$ cat config.mk
export PLATFORM = sky130hd
export DESIGN_NAME = pulse_sequencer
export DESIGN_NICKNAME = d
export VERILOG_FILES = /design/src/rtl/pulse_pkg.sv /design/src/rtl/seg_timer.sv /design/src/rtl/pulse_sequencer.sv
export SDC_FILE = /design/constraint.sdc
export NUM_CORES = 1
export LEC_CHECK = 0
export CORE_ASPECT_RATIO = 0.6
export CORE_MARGIN = 2
export CORE_UTILIZATION = 50
export DETAILED_ROUTE_END_ITERATION = 12
export PLACE_DENSITY = 0.73
export SETUP_SLACK_MARGIN = 0.4
export SLEW_MARGIN = 30
export SYNTH_ARGS = -nofsm -noshare
export SYNTH_HDL_FRONTEND = slang
export SYNTH_SLANG_ARGS = --single-unit
$ cat constraint.sdc
create_clock -name clk -period 8.9 [get_ports clk]
set_input_delay 2.67 -clock clk [delete_from_list [all_inputs] [get_ports clk]]
set_output_delay 2.67 -clock clk [all_outputs]
set_load 0.02 [all_outputs]
$ cat src/rtl/pulse_pkg.sv
`default_nettype none
// +----------------------------------------------------------------------------+
// | Module      : pulse_pkg                                                    |
// | Description : Shared types and helpers for the pulse sequencer: state      |
// |               encoding, the shadow-parameter bundle and the segment        |
// |               resolution helpers that skip zero-length segments.           |
// | Revision    : 1.0 - initial release                                        |
// +----------------------------------------------------------------------------+
package pulse_pkg;

    // Default period granularity: one period count = 2**PERIOD_SHIFT cycles.
    localparam int unsigned PERIOD_SHIFT = 16;

    typedef enum logic [3:0] {
        IDLE = 4'd0,
        NUT  = 4'd1,
        NUTD = 4'd2,
        P1   = 4'd3,
        DEL  = 4'd4,
        P2   = 4'd5,
        ECHO = 4'd6,
        HOLD = 4'd7,
        WAIT = 4'd8
    } state_t;

    // Parameter inputs frozen at the start of each period. The refocusing
    // count is not kept here; it seeds the P2 down-counter directly.
    typedef struct packed {
        logic [7:0]  per;
        logic [15:0] p1wid;
        logic [15:0] del;
        logic [15:0] p2wid;
        logic        pu;
        logic        bl;
        logic [7:0]  p_bl;
        logic        nut;
        logic [31:0] nut_w;
        logic [31:0] nut_d;
    } shadow_t;

    // Result of resolving "which segment comes next": the state to enter
    // and the number of P2 pulses still to be issued after that choice.
    // WAIT in the state field means the sequence has finished.
    typedef struct packed {
        state_t     state;
        logic [7:0] p2_left;
    } seg_sel_t;

    function automatic logic is_pulse(input state_t s);
        return (s == NUT) || (s == P1) || (s == P2);
    endfunction

    function automatic logic is_seg(input state_t s);
        return (s != IDLE) && (s != WAIT);
    endfunction

    // Next segment once a P2 has been issued (or skipped). If both the echo
    // and the P2 lengths are zero, every remaining repetition is empty, so the
    // loop collapses straight to the tail.
    function automatic seg_sel_t after_p2(input logic [7:0] left,
                                          input logic       del_nz,
                                          input logic       p2_nz,
                                          input logic       hold_nz);
        seg_sel_t sel;
        sel.p2_left = left;
        sel.state   = hold_nz ? HOLD : WAIT;
        if (left != 8'd0) begin
            if (del_nz) begin
                sel.state = ECHO;
            end else if (p2_nz) begin
                sel.state   = P2;
                sel.p2_left = left - 8'd1;
            end
        end
        return sel;
    endfunction

    // Issue the next P2; a zero-width P2 still counts as issued.
    function automatic seg_sel_t p2_entry(input logic [7:0] left,
                                          input logic       del_nz,
                                          input logic       p2_nz,
                                          input logic       hold_nz);
        seg_sel_t sel;
        if (left == 8'd0) begin
            sel = after_p2(8'd0, del_nz, p2_nz, hold_nz);
        end else if (p2_nz) begin
            sel.state   = P2;
            sel.p2_left = left - 8'd1;
        end else begin
            sel = after_p2(left - 8'd1, del_nz, p2_nz, hold_nz);
        end
        return sel;
    endfunction

endpackage
`default_nettype wire

$ cat src/rtl/seg_timer.sv
`default_nettype none
// +----------------------------------------------------------------------------+
// | Module      : seg_timer                                                    |
// | Description : Loadable 32-bit down-counter timing one sequence segment.    |
// |               o_done is high on the last cycle of the loaded length.       |
// | Ports       : clk, rst        - clock, synchronous active-high reset       |
// |               i_load          - load i_load_val on this edge               |
// |               i_load_val[31:0]- segment length in cycles                   |
// |               o_done          - current cycle is the segment's last        |
// | Revision    : 1.0 - initial release                                        |
// +----------------------------------------------------------------------------+
module seg_timer (
    input  logic        clk,
    input  logic        rst,
    input  logic        i_load,
    input  logic [31:0] i_load_val,
    output logic        o_done
);

    logic [31:0] count_q;
    logic [31:0] count_d;

    // Holds at zero rather than wrapping.
    always_comb begin
        count_d = count_q;
        if (i_load) begin
            count_d = i_load_val;
        end else if (count_q != 32'd0) begin
            count_d = count_q - 32'd1;
        end
    end

    always_ff @(posedge clk) begin
        if (rst) begin
            count_q <= 32'd0;
        end else begin
            count_q <= count_d;
        end
    end

    // A count of 1 marks the final cycle; 0 is treated the same so a segment
    // can never stall.
    assign o_done = (count_q <= 32'd1);

endmodule
`default_nettype wire

$ cat src/rtl/pulse_sequencer.sv
`default_nettype none
// +----------------------------------------------------------------------------+
// | Module      : pulse_sequencer                                              |
// | Description : Periodic pulse-train generator (optional nutation pulse,     |
// |               P1, then cp refocusing P2 pulses spaced by echo delays)      |
// |               with RF gate, receiver blocking and a period-start strobe.   |
// | Ports       : clk, rst               - clock, sync active-high reset       |
// |               per[7:0]               - period count (<< PERIOD_SHIFT)      |
// |               p1wid/del/p2wid[15:0]  - P1 width, delay, P2 width           |
// |               cp[7:0]                - refocusing count (0 acts as 1)      |
// |               pu, bl, p_bl[7:0]      - pump, block enable, block hold-off  |
// |               nut, nut_w/nut_d[31:0] - nutation enable, width, delay       |
// |               sync, pulse, block, busy - registered outputs                |
// | Revision    : 1.0 - initial release                                        |
// +----------------------------------------------------------------------------+
module pulse_sequencer
    import pulse_pkg::*;
#(
    parameter int unsigned PERIOD_SHIFT = pulse_pkg::PERIOD_SHIFT
) (
    input  logic        clk,
    input  logic        rst,
    input  logic [7:0]  per,
    input  logic [15:0] p1wid,
    input  logic [15:0] del,
    input  logic [15:0] p2wid,
    input  logic [7:0]  cp,
    input  logic        pu,
    input  logic        bl,
    input  logic [7:0]  p_bl,
    input  logic        nut,
    input  logic [31:0] nut_w,
    input  logic [31:0] nut_d,
    output logic        sync,
    output logic        pulse,
    output logic        block,
    output logic        busy
);

    state_t      state_q,   state_d;
    shadow_t     sh_q,      sh_d;
    logic [31:0] cnt_q,     cnt_d;
    logic [7:0]  p2_left_q, p2_left_d;
    logic        sync_q,    sync_d;
    logic        pulse_q,   pulse_d;
    logic        block_q,   block_d;
    logic        busy_q,    busy_d;
    logic        arm_q,     arm_d;

    logic        w_seg_done;
    logic        w_load;
    logic [31:0] w_load_val;
    logic        w_advance;
    logic        w_start_period;
    seg_sel_t    w_sel;

    logic        w_del_nz, w_p1_nz, w_p2_nz, w_hold_nz, w_nutw_nz, w_nutd_nz;
    logic [7:0]  w_cp_eff;
    logic [31:0] w_cnt_inc;
    logic [31:0] w_per_len;
    logic        w_per_hit;
    seg_sel_t    w_p2_entry, w_after_p2;
    seg_sel_t    w_from_p1, w_from_nutd, w_from_nut, w_start;

    seg_timer u_seg_timer (
        .clk        (clk),
        .rst        (rst),
        .i_load     (w_load),
        .i_load_val (w_load_val),
        .o_done     (w_seg_done)
    );

    assign w_del_nz  = (sh_q.del   != 16'd0);
    assign w_p1_nz   = (sh_q.p1wid != 16'd0);
    assign w_p2_nz   = (sh_q.p2wid != 16'd0);
    assign w_nutw_nz = (sh_q.nut_w != 32'd0);
    assign w_nutd_nz = (sh_q.nut_d != 32'd0);
    // The hold-off only exists to extend blocking; without blocking it has no
    // purpose and takes no time.
    assign w_hold_nz = sh_q.bl && (sh_q.p_bl != 8'd0);

    assign w_cp_eff  = (cp == 8'd0) ? 8'd1 : cp;

    // cnt_q equals the cycle offset from the last sync; w_cnt_inc is the
    // offset of the next cycle, saturated so it never wraps.
    assign w_cnt_inc = (cnt_q == 32'hFFFF_FFFF) ? cnt_q : cnt_q + 32'd1;
    assign w_per_len = 32'(sh_q.per) << PERIOD_SHIFT;
    assign w_per_hit = (w_cnt_inc >= w_per_len);

    assign w_p2_entry = p2_entry(p2_left_q, w_del_nz, w_p2_nz, w_hold_nz);
    assign w_after_p2 = after_p2(p2_left_q, w_del_nz, w_p2_nz, w_hold_nz);

    // First non-empty segment at or after each entry point of the sequence.
    always_comb begin
        w_from_p1 = w_p2_entry;
        if (w_p1_nz) begin
            w_from_p1 = '{state: P1, p2_left: p2_left_q};
        end else if (w_del_nz) begin
            w_from_p1 = '{state: DEL, p2_left: p2_left_q};
        end

        w_from_nutd = w_nutd_nz ? seg_sel_t'{state: NUTD, p2_left: p2_left_q} : w_from_p1;
        w_from_nut  = w_nutw_nz ? seg_sel_t'{state: NUT,  p2_left: p2_left_q} : w_from_nutd;
        w_start     = sh_q.nut  ? w_from_nut : w_from_p1;
    end

    // Next-state, period bookkeeping and output decode.
    always_comb begin
        w_sel          = '{state: state_q, p2_left: p2_left_q};
        w_advance      = 1'b0;
        w_start_period = 1'b0;
        state_d        = state_q;
        sh_d           = sh_q;
        cnt_d          = w_cnt_inc;
        p2_left_d      = p2_left_q;
        sync_d         = 1'b0;

        case (state_q)
            IDLE: begin
                // IDLE with sync_q set is the T0 cycle: shadows are fresh.
                // Without sync_q we have just left reset: start a period.
                if (sync_q) begin
                    w_sel     = w_start;
                    w_advance = 1'b1;
                end else begin
                    w_start_period = 1'b1;
                end
            end
            NUT: begin
                if (w_seg_done) begin
                    w_sel     = w_from_nutd;
                    w_advance = 1'b1;
                end
            end
            NUTD: begin
                if (w_seg_done) begin
                    w_sel     = w_from_p1;
                    w_advance = 1'b1;
                end
            end
            P1: begin
                if (w_seg_done) begin
                    w_sel     = w_del_nz ? seg_sel_t'{state: DEL, p2_left: p2_left_q} : w_p2_entry;
                    w_advance = 1'b1;
                end
            end
            DEL, ECHO: begin
                if (w_seg_done) begin
                    w_sel     = w_p2_entry;
                    w_advance = 1'b1;
                end
            end
            P2: begin
                if (w_seg_done) begin
                    w_sel     = w_after_p2;
                    w_advance = 1'b1;
                end
            end
            HOLD: begin
                if (w_seg_done) begin
                    w_sel     = '{state: WAIT, p2_left: p2_left_q};
                    w_advance = 1'b1;
                end
            end
            WAIT: begin
                if (w_per_hit) begin
                    w_start_period = 1'b1;
                end
            end
            default: begin
                w_start_period = 1'b1;
            end
        endcase

        if (w_advance) begin
            state_d   = w_sel.state;
            p2_left_d = w_sel.p2_left;
            // Sequence finished exactly as the period expires: skip WAIT.
            if ((w_sel.state == WAIT) && w_per_hit) begin
                w_start_period = 1'b1;
            end
        end

        if (w_start_period) begin
            state_d   = IDLE;
            sync_d    = 1'b1;
            cnt_d     = 32'd0;
            p2_left_d = w_cp_eff;
            sh_d      = '{per: per, p1wid: p1wid, del: del, p2wid: p2wid,
                          pu: pu, bl: bl, p_bl: p_bl,
                          nut: nut, nut_w: nut_w, nut_d: nut_d};
        end

        // Outputs are decoded from the state being entered so the registered
        // outputs line up with the state register.
        busy_d  = is_seg(state_d);
        pulse_d = sh_q.pu && is_pulse(state_d);
        // Blocking arms on the first pulse cycle and lasts to the end of HOLD.
        arm_d   = is_seg(state_d) && (arm_q || is_pulse(state_d));
        block_d = sh_q.bl && arm_d;
    end

    // Timer reload on every segment change; length taken from the shadows.
    assign w_load = w_advance || w_start_period;

    always_comb begin
        case (state_d)
            NUT:     w_load_val = sh_q.nut_w;
            NUTD:    w_load_val = sh_q.nut_d;
            P1:      w_load_val = {16'd0, sh_q.p1wid};
            DEL:     w_load_val = {16'd0, sh_q.del};
            P2:      w_load_val = {16'd0, sh_q.p2wid};
            ECHO:    w_load_val = {15'd0, sh_q.del, 1'b0};   // 2*del, 17 bits
            HOLD:    w_load_val = {24'd0, sh_q.p_bl};
            default: w_load_val = 32'd0;
        endcase
    end

    always_ff @(posedge clk) begin
        if (rst) begin
            state_q   <= IDLE;
            sh_q      <= '0;
            cnt_q     <= 32'd0;
            p2_left_q <= 8'd0;
            sync_q    <= 1'b0;
            pulse_q   <= 1'b0;
            block_q   <= 1'b0;
            busy_q    <= 1'b0;
            arm_q     <= 1'b0;
        end else begin
            state_q   <= state_d;
            sh_q      <= sh_d;
            cnt_q     <= cnt_d;
            p2_left_q <= p2_left_d;
            sync_q    <= sync_d;
            pulse_q   <= pulse_d;
            block_q   <= block_d;
            busy_q    <= busy_d;
            arm_q     <= arm_d;
        end
    end

    assign sync  = sync_q;
    assign pulse = pulse_q;
    assign block = block_q;
    assign busy  = busy_q;

endmodule
`default_nettype wire

==> results.yml, run 1 <==
placement:
  port-buffer-count: 144
  hpwl_um: 28110
  gp_congestion: 0.9909
synthesis:
  syn_inst: 1325
  synth_xor_area_frac: 0.04703
  avgSynthCellArea_sq_um: 8.573
  async_reset_ff_frac: 0
  synth-main-ff-cell: "dfxtp_1"
  syn_nets: 1479
  synthMuxAreaShare: 0.1286
  synth_compound_area_frac: 0.1661
  ys_ff_latch: 212
  synth_top_cell_area_share: 0.3736
  synth_top_family_by_area: "simple AND/OR/NAND/NOR gates"
  ys_warn_count: 0
  synthSimpleGateAreaFrac: 0.2305
  yosysUniqueCellTypes: 79
  ys_seq_area_frac: 0.3736
  synth_fa_ha_area_frac: 0.01432
  synth_edf_count: 0
  syn-cell-area_sq_um: 11360
  synth_top_cell_by_area: "dfxtp_1"
  synth.area.top_cells: "dfxtp_1, mux2i_1, nor2_1, xnor2_1, nor4_1"
route:
  top_layer: "met4"
  wl_met3_um: 4923
  wirelength_um: 37620
  route.met2.wl_um: 13550
  via_per_inst: 6.291
  first_iter_violations: 1500
  routedWlPerCell_um: 21.65
  route.detailed.drc: 0
  wl_met1_um: 18710
  ant_nets: 0
  first_pass_iters: 7
  vias: 10930
floorplan:
  die_h_um: 120.8
  start_util: 0.5122
  core_sq_um: 22180
  io_pins: 145
  dieArea_sq_um: 23980
  rows: 42
  die_x_um: 198.6
clocking:
  cts_resized: 0
  cts-hold-fix-buffers: 0
  numCtsBuffers: 22
  cts_tree: "built"
  clk_latency_ps: 530
  cts.htree.levels: 1
  root_buffer: "clkbuf_16"
  clockBufferDepth: 3
  cts_post_setup_buffers_inserted: 0
  clkTransAtPathRegs_ps: 60
  cts_sinks: 212
setup_path:
  worstPathArrival_ps: 6740
  worstReg2RegStart: "cnt_q[0]$_SDFF_PP0_"
  critPathTopFamily: "simple AND/OR/NAND/NOR gates"
  start_kind: "flip-flop"
  cp_max_fo: 45
  cp.required_ps: 9300
  endpoint_kind: "flip-flop"
  worstSetupPathType: "reg2reg"
  r2r_slack_ps: 2560
  critPathMaxStageDelay_ps: 660
  r2r-end: "state_q[3]$_SDFF_PP0_"
  path_cells: "ha_1 > nand3_1 > or3_1 > nor4_1 > nand2_1 > and2_1 > and4_1 > xor2_1 > ha_1 > nand2_1 > a2111oi_0 > o2111ai_1 > a2111oi_1 > a211o_1 > nand2_4 > nand2b_1 > buf_4 > a21oi_1"
  cpMaxStageDelayCell: "a2111oi_1"
  ff2ff_path_depth: 18
  cp_num_buf_inv: 1
sta:
  rsz0062_at_grt: "false"
  slew_viol_final: 0
  tightest_slew_ps: 960.0
  finClkSkew_ps: 23.05
  setup_viol: 0
  fin_crit_ps: 6344
  period_share: 0.7128
  max_freq_ghz: 0.1576
  slew_headroom: 0.3551
  hold_violations: 0
  setup_tns_ps: 0
worst_hold_path:
  min_path_type: "reg2reg"
  worstHoldPathCells: 1
  holdPathEnd: "pulse$_SDFF_PP0_"
  hp-start: "sh_q[74]$_SDFFE_PP0P_"
layout:
  area_delta_synth_final_pct: 20.09
  finalNetCount: 1571
  fillCellCount: 1965
  seqCellArea_sq_um: 4244
  multi_input_area_sq_um: 6706
  drive_gt1_frac: 0.05178
  postLayoutCoreUtil: 0.6152
grt:
  antenna_found_initial: 0
  grt_pass1_wl_um: 57900
  grt-ovfl-total: 0
  grt_max_degree: 85
  track_usage: 0.3114
  grt_pass1_vias: 9965
run:
  drv_cap: 0
run_status:
  outcome: "complete, no violations"
[cells in the mapped netlist, drive strengths merged, types with 34 or more instances]
master / instances
clkbuf: 51
o21ai: 40
a21oi: 43
nor4: 46
xnor2: 39
nand3: 34
nor2: 229
mux2i: 137
nand2: 69
buf: 35
dfxtp: 212
[worst reg2reg max path: stages, from the launching register on]
cell and delay, ps:
dfxtp_1 410, ha_1 280, nand3_1 160, or3_1 350, nor4_1 590, nand2_1 190
and2_1 210, and4_1 210, xor2_1 160, ha_1 310, nand2_1 70, a2111oi_0 610
o2111ai_1 210, a2111oi_1 660, a211o_1 260, nand2_4 420, nand2b_1 660, buf_4 370
a21oi_1 80
[cells by family after synthesis]
family / Yosys count
flops: 212
compound gates: 261
simple gates: 528
xor+xnor: 61
mux: 145
fa+ha+maj: 13
buf+inv: 105
[how the worst max path moves through the flow]
stage | from | to | slack [ps] | depth (start not counted)
2_1_floorplan | cnt_q[10]$_SDFF_PP0_ | sh_q[59]$_SDFFE_PP0P_ | 4210 | 21
3_3_place_gp | cnt_q[6]$_SDFF_PP0_ | p2_left_q[4]$_SDFFE_PP0P_ | 2830 | 18
3_5_place_dp | cnt_q[6]$_SDFF_PP0_ | cnt_q[2]$_SDFF_PP0_ | 2580 | 16
4_1_cts | cnt_q[6]$_SDFF_PP0_ | cnt_q[2]$_SDFF_PP0_ | 2550 | 16
5_1_grt | cnt_q[0]$_SDFF_PP0_ | cnt_q[22]$_SDFF_PP0_ | 2130 | 18
6_report | cnt_q[0]$_SDFF_PP0_ | state_q[3]$_SDFF_PP0_ | 2560 | 18
[layout make-up]
class,count,share of cell area
multi-input combinational,1008,0.4916
sequential,212,0.3111
timing repair buffer,154,0.1110
clock buffer,29,0.04522
tap,308,0.02825
clock inverter,7,0.007429
inverter,19,0.005228
antenna,1,0.0001834
[routing by layer]
metal / GRT usage / up-vias
li1: - / 5084
met2: 0.3833 / 599
met4: 0.04618 / 0
met1: 0.5057 / 5211
met5: 0 / -
met3: 0.1077 / 40
[flip-flops by register name, indices dropped and copies added, names as in the netlist, 4 cells and up]
signal	flops
u_seg_timer.count_q	32
cnt_q	32
sh_q	131
p2_left_q	8
state_q	4
[cell usage in the layout, fill, tap and decap left out, drive strengths merged, types with 18 or more instances in the layout]
cell           count
inv               18
nand2             69
o22ai             29
clkdlybuf4s50    143
a21oi             43
nand3             34
nor3              32
nor4              46
a22oi             32
a32oi             18
mux2i            137
nor2             229
xnor2             39
o21ai             40
nand4             24
clkbuf            29
dfxtp            212
xor2              22
[metrics by stage]
| stage | setup slack, ps | cells | hold WS (ps) | cell area (sq um) |
|---|---|---|---|---|
| 2_1_floorplan | 4214 | 1325 | 445.9 | 11360 |
| 3_3_place_gp | 2826 | 1701 | 471.1 | 12900 |
| 3_5_place_dp | 2580 | 1701 | 469.9 | 12900 |
| 4_1_cts | 2549 | 1737 | 478.8 | 13620 |
| 5_1_grt | 2133 | 1737 | 495.3 | 13640 |
| 6_report | 2556 | 1738 | 476.9 | 13640 |
Power of run 1 is not shown: default switching activity piles up to over one toggle a cycle in this logic, so the estimate is an artifact.
==> run 2: changes to the inputs <==
--- a/config.mk
+++ b/config.mk
@@ -9,7 +9,7 @@
 export CORE_MARGIN = 2
 export CORE_UTILIZATION = 50
 export DETAILED_ROUTE_END_ITERATION = 12
-export PLACE_DENSITY = 0.73
+export PLACE_DENSITY = 0.76
 export SETUP_SLACK_MARGIN = 0.4
 export SLEW_MARGIN = 30
 export SYNTH_ARGS = -nofsm -noshare
==> constraint.sdc (replaced) <==
create_clock -name clk -period 5.45 [get_ports clk]
set_input_delay 1.635 -clock clk [delete_from_list [all_inputs] [get_ports clk]]
set_output_delay 1.635 -clock clk [all_outputs]
set_load 0.02 [all_outputs]
==> run 2 against run 1 <==
Clock skew is 13 ps lower. First-iteration DRC count is 2.9% lower. Sequential cell count stayed put. Final cell count is 2.0% higher. Count of clock-buffer cells in the layout is 2 lower. Non-clock buffer count is 33 higher. Design area is 3.8% higher. Wire length is 5.3% higher. Worst setup slack worse by 2000 ps. Worst hold slack better by 19 ps. Die area stayed put. Sequential share of layout area is 1.1 points lower. Critical endpoint is now cnt_q[2]$_SDFF_PP0_.
==> results.yml, run 2 (synthesis results as in run 1) <==
run_status:
  outcome: "complete, no violations"
route:
  vias: 11200
  routedWlPerCell_um: 22.35
  ant_nets: 0
  first_pass_iters: 9
  wirelength_um: 39620
  first_iter_violations: 1457
  route.detailed.drc: 0
  via_per_inst: 6.316
layout:
  top_regs: "sh_q: 131 flops, cnt_q: 32 flops, u_seg_timer.count_q: 32 flops"
  drive_gt1_frac: 0.08123
  top_register: "sh_q"
  largest_reg_flops: 131
  finalNetCount: 1605
  seqCellArea_sq_um: 4249
  fillCellCount: 1939
  multi_input_area_sq_um: 6799
  final_common_cell: "nor2_1"
  area_delta_synth_final_pct: 24.67
  final_cell_mix: "nor2_1, dfxtp_1, clkdlybuf4s50_1"
  n_antenna_cell: 0
sta:
  max_freq_ghz: 0.2057
  rsz0062_at_grt: "false"
  finClkSkew_ps: 9.800
  tightest_slew_ps: 895.6
  setup_tns_ps: 0
  period_share: 0.8921
  hold_violations: 0
  setup_viol: 0
  fin_crit_ps: 4862
  slew_headroom: 0.3875
  slew_viol_final: 0
placement:
  hpwl_um: 27980
  port-buffer-count: 144
  gp_congestion: 0.9790
clocking:
  clockBufferDepth: 3
  cts_sinks: 212
  cts-hold-fix-buffers: 0
  clkTransAtPathRegs_ps: 70
  clk_latency_ps: 510
  cts_tree: "built"
  root_buffer: "clkbuf_16"
  cts.htree.levels: 1
  numCtsBuffers: 21
setup_path:
  cp_max_fo: 32
  worstPathArrival_ps: 5300
  cp.required_ps: 5890
  start_kind: "flip-flop"
  endpoint_kind: "flip-flop"
  worstSetupPathType: "reg2reg"
grt:
  grt_max_degree: 87
  met3_usage: 0.1121
  top_usage_layer: "met1"
  antenna_found_initial: 0
  grt_pass1_wl_um: 57710
  grt_use_met1: 0.4885
  grt-ovfl-total: 0
  grt_util_met2: 0.3966
  grt_pass1_vias: 9985
  track_usage: 0.3110
floorplan:
  io_pins: 145
  rows: 42
  die_h_um: 120.8
  dieArea_sq_um: 23980
  die_x_um: 198.6
  core_sq_um: 22180
  start_util: 0.5122
run:
  drv_cap: 0
worst_hold_path:
  min_path_type: "reg2reg"
run 2: cell types whose count changed in the layout (fill, tap and decap cells not counted), sizes merged:
| cell | before | now |
|---|---|---|
| clkinv | 4 | 7 |
| inv | 18 | 19 |
| buf | 11 | 38 |
| diode | 1 | 0 |
| clkbuf | 29 | 33 |
| nand2 | 69 | 71 |
| clkinvlp | 2 | 1 |
run 2: timing repair:
action	4_1_cts	5_1_grt
pin swaps	0	1
setup endpoints to repair	165	206
gates cloned	2	10
resized for setup	8	18
buffers inserted	0	2
run 2: cell type report:
type                            instances  share of cell area
Tap cell                              308             0.02721
Timing Repair Buffer                  187              0.1398
Clock buffer                           27             0.04011
Sequential cell                       212              0.3000
Multi-Input combinational cell       1010              0.4801
Clock inverter                         10            0.007775
Inverter                               19            0.005036
run 2: worst max-delay path, cell delays in order (launching register included):
cell      delay [ps]
dfxtp_1          370
ha_2             240
nand3_1          170
or3_1            400
nor4_4           290
nand2_2          130
and2_1           180
nand3_1          130
xnor2_2          130
ha_1             280
nor2b_1          140
o211ai_1         170
a21o_1           140
a21oi_1           70
or4_1            570
nand3b_1         210
a211o_4          370
nand2_4          190
nand2b_1         190
buf_12           220
nor3_1           160
run 2: through the flow:
step / area, sq um / setup slack [ps] / hold slack (ps) / cells / utilization
CTS: 13870 / 367.0 / 488.0 / 1761 / 0.6255
global route: 14160 / 385.1 / 498.5 / 1773 / 0.6386
finish: 14160 / 588.2 / 495.4 / 1773 / 0.6386
global placement: 13100 / 298.8 / 464.4 / 1722 / 0.5909
detailed placement: 13100 / 168.6 / 478.2 / 1722 / 0.5909
floorplan: 11360 / 764.5 / 445.9 / 1325 / -
run 2: path summary, 6_finish.rpt:
check | from | endpoint | slack (ps) | cells after the start
worst min register to register | cnt_q[1]$_SDFF_PP0_ | cnt_q[1]$_SDFF_PP0_ | 500 | 2
worst min-delay path | cnt_q[1]$_SDFF_PP0_ | cnt_q[1]$_SDFF_PP0_ | 500 | 2
worst max register to register | cnt_q[1]$_SDFF_PP0_ | cnt_q[2]$_SDFF_PP0_ | 590 | 20
worst max-delay path | cnt_q[1]$_SDFF_PP0_ | cnt_q[2]$_SDFF_PP0_ | 590 | 20
run 2: layer usage:
layer,vias up,part of all wire
li1,5176,-
met1,5297,0.48
met2,669,0.37
met3,56,0.14
met4,0,0.015
met5,-,0
Power of run 2 is left out for the same reason.
